==> src/rtl/bcd_display_engine_if.sv <==
`timescale 1ns/1ps
// bcd_display_engine_if
// Conversion request / display bundle between the value source (hasher side)
// and the BCD display engine.
//   value_in    : binary value to convert            (master -> slave)
//   value_valid : request to convert value_in        (master -> slave)
//   bcd_out     : displayed digits, digit 0 at [3:0] (slave -> master)
//   busy        : conversion engine running          (slave -> master)
//   done        : one-cycle conversion-complete pulse (slave -> master)
//   frozen      : display hold active                (slave -> master)
interface bcd_display_engine_if #(
   parameter int WIDTH  = 16,
   parameter int DIGITS = 5
);
   logic [WIDTH-1:0]    value_in;
   logic                value_valid;
   logic [4*DIGITS-1:0] bcd_out;
   logic                busy;
   logic                done;
   logic                frozen;

   modport master (
      output value_in, value_valid,
      input  bcd_out, busy, done, frozen
   );

   modport slave (
      input  value_in, value_valid,
      output bcd_out, busy, done, frozen
   );
endinterface

==> src/rtl/bcd_display_engine.sv <==
`timescale 1ns/1ps
// bcd_display_engine
// Sequential double-dabble binary-to-BCD converter feeding the 7-segment
// digits, with a one-deep latest-wins pending request, a debounced freeze
// toggle on the push button and optional leading-zero blanking.
// Ports:
//   sysclk    : system clock
//   rst_n     : asynchronous active-low reset (released synchronously inside)
//   tick      : single-cycle button sample strobe
//   button_in : raw push button, asynchronous
//   bus       : request/display bundle (see bcd_display_engine_if)
module bcd_display_engine #(
   parameter int WIDTH       = 16,
   parameter int DIGITS      = 5,
   parameter int BLANK_LZ    = 0,
   parameter int DEB_SAMPLES = 2
) (
   input  logic                 sysclk,
   input  logic                 rst_n,
   input  logic                 tick,
   input  logic                 button_in,
   bcd_display_engine_if.slave  bus
);

   localparam int BCD_W = 4*DIGITS;
   localparam int SH_W  = BCD_W + WIDTH;
   localparam int CNT_W = (WIDTH > 1) ? $clog2(WIDTH) : 1;

   function automatic longint unsigned pow10(input int n);
      longint unsigned r;
      r = 64'd1;
      for (int i = 0; i < n; i++) r = r * 64'd10;
      return r;
   endfunction

   // Parameter legality is checked at elaboration time.
   if (WIDTH < 4 || WIDTH > 32) begin : g_bad_width
      $error("bcd_display_engine: WIDTH must be in 4..32");
   end
   if (DIGITS < 1 || DIGITS > 19) begin : g_bad_digits_range
      $error("bcd_display_engine: DIGITS must be in 1..19");
   end else if (pow10(DIGITS) <= ((64'd1 << WIDTH) - 64'd1)) begin : g_bad_digits
      $error("bcd_display_engine: DIGITS too small for WIDTH");
   end
   if (DEB_SAMPLES < 1 || DEB_SAMPLES > 8) begin : g_bad_deb
      $error("bcd_display_engine: DEB_SAMPLES must be in 1..8");
   end

   // Reset: asserts asynchronously, releases two clocks later in sync with sysclk.
   logic [1:0] rst_pipe;
   logic       rst_int_n;

   always_ff @(posedge sysclk or negedge rst_n) begin
      if (!rst_n) rst_pipe <= 2'b00;
      else        rst_pipe <= {rst_pipe[0], 1'b1};
   end

   assign rst_int_n = rst_pipe[1];

   // ---------------------------------------------------------------------
   // Conversion engine and pending buffer
   // ---------------------------------------------------------------------
   logic [SH_W-1:0]  sh;
   logic [SH_W-1:0]  sh_adj;
   logic [CNT_W-1:0] shift_cnt;
   logic             busy_r;
   logic             done_r;
   logic [WIDTH-1:0] pend_val;
   logic             pend_full;
   logic [BCD_W-1:0] result;

   // Add 3 to every BCD nibble that is 5 or more before the shift.
   always_comb begin
      sh_adj = sh;
      for (int i = 0; i < DIGITS; i++) begin
         if (sh[WIDTH+4*i +: 4] >= 4'd5) sh_adj[WIDTH+4*i +: 4] = sh[WIDTH+4*i +: 4] + 4'd3;
      end
   end

   assign result = sh[SH_W-1 -: BCD_W];

   // busy stays high through the done cycle when a pending value is about
   // to be reloaded, so back-to-back conversions show no gap. During that
   // done cycle the shift register holds the finished result unshifted.
   always_ff @(posedge sysclk or negedge rst_int_n) begin
      if (!rst_int_n) begin
         sh        <= '0;
         shift_cnt <= '0;
         busy_r    <= 1'b0;
         done_r    <= 1'b0;
         pend_val  <= '0;
         pend_full <= 1'b0;
      end else begin
         done_r <= 1'b0;
         if (done_r && pend_full) begin
            sh        <= {{BCD_W{1'b0}}, pend_val};
            shift_cnt <= '0;
            busy_r    <= 1'b1;
            pend_full <= bus.value_valid;
            if (bus.value_valid) pend_val <= bus.value_in;
         end else if (bus.value_valid && !busy_r && !pend_full) begin
            sh        <= {{BCD_W{1'b0}}, bus.value_in};
            shift_cnt <= '0;
            busy_r    <= 1'b1;
         end else if (busy_r) begin
            if (bus.value_valid) begin
               pend_val  <= bus.value_in;
               pend_full <= 1'b1;
            end
            sh        <= {sh_adj[SH_W-2:0], 1'b0};
            shift_cnt <= shift_cnt + 1'b1;
            if (shift_cnt == CNT_W'(WIDTH-1)) begin
               done_r <= 1'b1;
               busy_r <= pend_full | bus.value_valid;
            end
         end
      end
   end

   // ---------------------------------------------------------------------
   // Button synchroniser and debounce FSM
   // ---------------------------------------------------------------------
   typedef enum logic [1:0] {IDLE, PRESS_CNT, HELD, REL_CNT} btn_state_t;

   btn_state_t btn_state;
   logic       btn_meta;
   logic       btn_sync;
   logic [3:0] deb_cnt;
   logic       frozen_r;

   always_ff @(posedge sysclk or negedge rst_int_n) begin
      if (!rst_int_n) begin
         btn_meta <= 1'b0;
         btn_sync <= 1'b0;
      end else begin
         btn_meta <= button_in;
         btn_sync <= btn_meta;
      end
   end

   // The sample that leaves IDLE (or HELD) counts as the first of the run,
   // so DEB_SAMPLES equal samples in total are needed to change level.
   always_ff @(posedge sysclk or negedge rst_int_n) begin
      if (!rst_int_n) begin
         btn_state <= IDLE;
         deb_cnt   <= 4'd0;
         frozen_r  <= 1'b0;
      end else if (tick) begin
         case (btn_state)
            IDLE: begin
               if (btn_sync) begin
                  if (DEB_SAMPLES == 1) begin
                     btn_state <= HELD;
                     frozen_r  <= ~frozen_r;
                  end else begin
                     btn_state <= PRESS_CNT;
                     deb_cnt   <= 4'd1;
                  end
               end
            end
            PRESS_CNT: begin
               if (!btn_sync) begin
                  btn_state <= IDLE;
               end else if (deb_cnt + 4'd1 == 4'(DEB_SAMPLES)) begin
                  btn_state <= HELD;
                  frozen_r  <= ~frozen_r;
               end else begin
                  deb_cnt <= deb_cnt + 4'd1;
               end
            end
            HELD: begin
               if (!btn_sync) begin
                  if (DEB_SAMPLES == 1) begin
                     btn_state <= IDLE;
                  end else begin
                     btn_state <= REL_CNT;
                     deb_cnt   <= 4'd1;
                  end
               end
            end
            REL_CNT: begin
               if (btn_sync) begin
                  btn_state <= HELD;
               end else if (deb_cnt + 4'd1 == 4'(DEB_SAMPLES)) begin
                  btn_state <= IDLE;
               end else begin
                  deb_cnt <= deb_cnt + 4'd1;
               end
            end
            default: btn_state <= IDLE;
         endcase
      end
   end

   // ---------------------------------------------------------------------
   // Display and shadow registers
   // ---------------------------------------------------------------------
   logic [BCD_W-1:0] disp;
   logic [BCD_W-1:0] shadow;
   logic             shadow_new;
   logic             frozen_q;

   // A fresh result always wins over replaying the shadow on unfreeze.
   always_ff @(posedge sysclk or negedge rst_int_n) begin
      if (!rst_int_n) begin
         disp       <= '0;
         shadow     <= '0;
         shadow_new <= 1'b0;
         frozen_q   <= 1'b0;
      end else begin
         frozen_q <= frozen_r;
         if (done_r) begin
            if (!frozen_r) begin
               disp       <= result;
               shadow_new <= 1'b0;
            end else begin
               shadow     <= result;
               shadow_new <= 1'b1;
            end
         end else if (frozen_q && !frozen_r && shadow_new) begin
            disp       <= shadow;
            shadow_new <= 1'b0;
         end
      end
   end

   // Leading-zero blanking: scan down from the MS digit, digit 0 always shown.
   logic [BCD_W-1:0] shown;
   logic             leading;

   always_comb begin
      shown   = disp;
      leading = 1'b1;
      if (BLANK_LZ != 0) begin
         for (int i = DIGITS-1; i >= 1; i--) begin
            if (leading && (disp[4*i +: 4] == 4'd0)) shown[4*i +: 4] = 4'hF;
            else                                      leading = 1'b0;
         end
      end
   end

   assign bus.bcd_out = shown;
   assign bus.busy    = busy_r;
   assign bus.done    = done_r;
   assign bus.frozen  = frozen_r;

endmodule

==> src/flat_wrapper.sv <==
// flat-port wrapper written by rule: the top's interface ports become plain ports
module bcd_display_engine_flat 
#(
   parameter int WIDTH       = 16,
   parameter int DIGITS      = 5,
   parameter int BLANK_LZ    = 0,
   parameter int DEB_SAMPLES = 2
)
  (sysclk, rst_n, tick, button_in, bus_value_in, bus_value_valid, bus_bcd_out, bus_busy, bus_done, bus_frozen);
  bcd_display_engine_if #(.WIDTH(WIDTH), .DIGITS(DIGITS)) bus_i ();
  input  logic sysclk;
  input  logic rst_n;
  input  logic tick;
  input  logic button_in;
  input wire logic [$bits(bus_i.value_in)-1:0] bus_value_in;
  input wire logic [$bits(bus_i.value_valid)-1:0] bus_value_valid;
  output wire logic [$bits(bus_i.bcd_out)-1:0] bus_bcd_out;
  output wire logic [$bits(bus_i.busy)-1:0] bus_busy;
  output wire logic [$bits(bus_i.done)-1:0] bus_done;
  output wire logic [$bits(bus_i.frozen)-1:0] bus_frozen;
  assign bus_i.value_in = bus_value_in;
  assign bus_i.value_valid = bus_value_valid;
  assign bus_bcd_out = bus_i.bcd_out;
  assign bus_busy = bus_i.busy;
  assign bus_done = bus_i.done;
  assign bus_frozen = bus_i.frozen;
  bcd_display_engine #(.WIDTH(WIDTH), .DIGITS(DIGITS), .BLANK_LZ(BLANK_LZ), .DEB_SAMPLES(DEB_SAMPLES)) u_core (.sysclk(sysclk), .rst_n(rst_n), .tick(tick), .button_in(button_in), .bus(bus_i));
endmodule
==> config.mk <==
export PLATFORM = sky130hd
export DESIGN_NAME = bcd_display_engine_flat
export DESIGN_NICKNAME = d
export VERILOG_FILES = /design/src/rtl/bcd_display_engine_if.sv /design/src/rtl/bcd_display_engine.sv /design/src/flat_wrapper.sv
export SDC_FILE = /design/constraint.sdc
export NUM_CORES = 1
export LEC_CHECK = 0
export CAP_MARGIN = 20
export CELL_PAD_IN_SITES_DETAIL_PLACEMENT = 2
export CELL_PAD_IN_SITES_GLOBAL_PLACEMENT = 2
export CORE_MARGIN = 2
export CORE_UTILIZATION = 35
export CTS_CLUSTER_DIAMETER = 200
export DETAILED_ROUTE_END_ITERATION = 10
export GPL_TIMING_DRIVEN = 0
export PLACE_DENSITY = 0.74
export SETUP_SLACK_MARGIN = 0.4
export SYNTH_ARGS = -nofsm -noshare
export SYNTH_HDL_FRONTEND = slang
export SYNTH_SLANG_ARGS = --single-unit
==> constraint.sdc <==
create_clock -name sysclk -period 3.4 [get_ports sysclk]
set_input_delay 0.68 -clock sysclk [delete_from_list [all_inputs] [get_ports sysclk]]
set_output_delay 0.68 -clock sysclk [all_outputs]
set_load 0.02 [all_outputs]
==> results.toml <==
[cells_and_area]
drive_above_1_share = 0.182
diodes = 0
synthToLayoutAreaGrowth_pct = 19.6
nNetsFinal = 578
fin_cells = 759
fin_area_um2 = 6570

[status]
outcome = "finished, final reports clean"

[cts]
postCtsSetupBuffers = 0
cts-root-buf = "clkbuf_16"
clkLatencyLatePin_ns = 0.36
hold_buffers = 0
numCtsBuffers = 9
tritoncts = "yes"
path_clk_slew_ns = 0.07
cts_resized = 0
htreeDepth = 3
clock_sinks = 112
clk_path_buf_depth = 2

[synth]
synth_edf_count = 0
postSynthCellCount = 488
synth.distinct_cells = 55
synth-main-ff-cell = "dfrtp_1"
synth.area.top_cells = "dfrtp_1 (51%), mux2i_1 (6.9%), mux2_2 (6.8%)"
yosysSeqAreaShare = 0.510
synth_top_area_cell = "dfrtp_1"
synth_seq_cells = 112
netlist_area_um2 = 5490
yosysTopAreaCellShare = 0.510
synth_area_per_cell_um2 = 11.3
synth_most_common_cell = "dfrtp_1"
syn_nets = 522
synthTopCellsByCount = "dfrtp_1 (112), nand2_1 (64), mux2i_1 (38)"
yosys_warnings = 0
synthArstFlopShare = 1.00

[place]
hpwl_mm = 9.81
port_buffers = 43
placed_area_um2 = 6250
gp_congestion = 0.764
dp.cells = 744

[drt]
detail_route.iter0.violations = 150
ant_nets = 0
remaining_drc_errors = 0
vias_per_cell = 5.21
routed-wl-met3_um = 271
wire_per_inst_um = 18.7
wl_mm = 14.2
vias = 3953
met1Wirelength_mm = 6.27
highest_layer = "met4"
met2WireLength_mm = 7.43
firstDrtPassIters = 4

[critical_path]
crit_end = "bus_frozen"
path_max_fanout = 6
cp_num_buf_inv = 1
crit_path_end_kind = "output pin"
critPathTopFamily = "buffers and inverters"
setup.worst_path.start_class = "register"
max_stage_delay_ns = 0.65
cp_num_cells = 1
r2r_slack_ns = 1.53
worstSetupPathType = "register to output pin"
rr_endpoint = "u_core.deb_cnt[1]$_DFFE_PN0P_"
required_ns = 2.72
cp-startpoint = "u_core.bus.frozen$_DFFE_PN0P_"
cp_data_arrival_time_ns = 1.47
cp_slowest_cell = "clkdlybuf4s50_1"
r2r-start = "u_core.deb_cnt[0]$_DFFE_PN0P_"
crit_chain = "clkdlybuf4s50_1"
reg2reg_depth = 5

[sta]
slew_viol_final = 0
fin_skew_ns = 0.00839
fin_tns_setup_ns = 0
final_hold_viol_count = 0
maxSlewHeadroom = 0.540
rsz0062_at_grt = "no"
period_needed_ns = 2.15
tightestPinTransition_ns = 0.690
min_period_over_period = 0.632
setup_viol = 0
fmax_ghz = 0.465

[floorplanning]
coreArea_um2 = 15300
ios = 44
num_rows = 45
die_w_um = 129
die_area_um2 = 16700
initial_core_util = 0.360
floorplan.die.height_um = 129

[power]
power_density_nw_per_um2 = 897
switching_share = 0.371
cellLeakagePower_nw = 2.84
intPower_w = 0.00371
vdd_drop_max_mv = 0.252
p_seq_frac = 0.388
p_comb_frac = 0.413
clock_power_share = 0.199
p_sw_w = 0.00219

[global_route]
grt-ovfl-total = 0
grt_pass1_wl_mm = 23.9
grt_antenna_before_repair = 0
grt_max_degree = 62
grt_pass1_vias = 4539
grt_usage = 0.186

[flow_run]
drv_cap = 0

[hold_path]
hold_class = "register to asynchronous set/reset pin"
-- metal layers --
layer	up-vias	global-route usage
met3	14	0.0231
met2	42	0.335
li1	1824	-
met5	-	0
met4	0	0.0620
met1	2073	0.230
-- worst reg2reg max path, cell delays in order (launching register included) --
cell     delay, ns
dfrtp_1       0.48
ha_1          0.31
and3_1        0.18
a31oi_2       0.38
o21ai_0       0.18
a32o_1        0.23
-- stage by stage --
step	util	power (W)	hold WS, ns	setup WS [ns]
2_1_floorplan	-	0.00393	0.331	1.53
3_3_place_gp	0.406	0.00456	0.336	0.697
3_5_place_dp	0.409	0.00476	0.168	0.881
4_1_cts	0.430	0.00598	0.174	1.21
5_1_grt	0.430	0.00636	0.176	1.18
6_report	0.430	0.00589	0.166	1.25
-- kinds of logic (layout without fill, tap and decap cells) --
kind of cell / after synthesis / after routing / synth area share
and+or+nand+nor: 114 / 114 / 0.0954
AOI/OAI and AO/OA: 112 / 112 / 0.141
DFF: 112 / 112 / 0.510
muxes: 80 / 80 / 0.162
buffers and inverters: 44 / 104 / 0.0419
adders and majority gates: 13 / 13 / 0.0296
xor gates and xnor gates: 12 / 12 / 0.0191
other: 1 / 1 / 0.000683
-- power by group through the flow --
| stage | clock network, W | logic [W] | registers [W] |
|---|---|---|---|
| after floorplan | 0 | 0.00156 | 0.00236 |
| after global placement | 0 | 0.00227 | 0.00229 |
| after detailed placement | 0 | 0.00245 | 0.00231 |
| after CTS | 0.00121 | 0.00248 | 0.00229 |
| after global routing | 0.00126 | 0.00273 | 0.00237 |
| final | 0.00118 | 0.00243 | 0.00228 |
-- cell type report --
cell class	instances	area, um2
timing repair buffer	45	485
clock buffer	12	256
buffer	29	174
sequential	112	2810
inverter	15	56.3
tap	211	264
clock inverter	3	65.1
fill	1580	8690
multi-input combinational	332	2460
-- worst min path at each step --
stage / endpoint / slack (ns) / cells after the start
floorplan: u_core.rst_pipe[1]$_DFF_PN0_ / 0.33 / 0
global placement: u_core.rst_pipe[1]$_DFF_PN0_ / 0.34 / 0
detailed placement: u_core.bus.bcd_out[17]$_DFFE_PN0P_ / 0.17 / 0
CTS: u_core.deb_cnt[0]$_DFFE_PN0P_ / 0.17 / 0
global route: u_core.bus.bcd_out[16]$_DFFE_PN0P_ / 0.18 / 0
finish: u_core.bus.bcd_out[17]$_DFFE_PN0P_ / 0.17 / 0
-- placed cells by master (no fill, tap or decap), types with 3 or more instances in the layout --
cell	Yosys	final
nor2_1	24	24
a211oi_1	5	5
mux2_2	33	33
o21ai_0	21	21
clkdlybuf4s50_1	0	43
a21oi_1	36	36
o211ai_2	9	9
buf_4	6	6
nand3_1	3	3
nand2b_1	5	5
o31ai_1	3	3
mux2i_1	38	38
xnor2_1	5	5
mux2_4	9	9
xor2_1	7	7
a22o_1	4	4
o211ai_1	6	6
ha_1	13	13
inv_1	15	15
o21ai_1	3	3
nand2_1	64	64
buf_2	9	9
clkbuf_1	11	12
clkbuf_16	0	9
dfrtp_1	112	111
o22ai_1	8	8
-- sequential cells by signal, indices dropped and copies added (netlist names), 2 cells and up, named ones only --
signal	cells
u_core.deb_cnt	4
u_core.shadow	20
u_core.bus.bcd_out	20
u_core.pend_val	16
u_core.rst_pipe	2
u_core.sh	36
u_core.shift_cnt	4
Note: power is estimated with default switching activity, not from simulation.
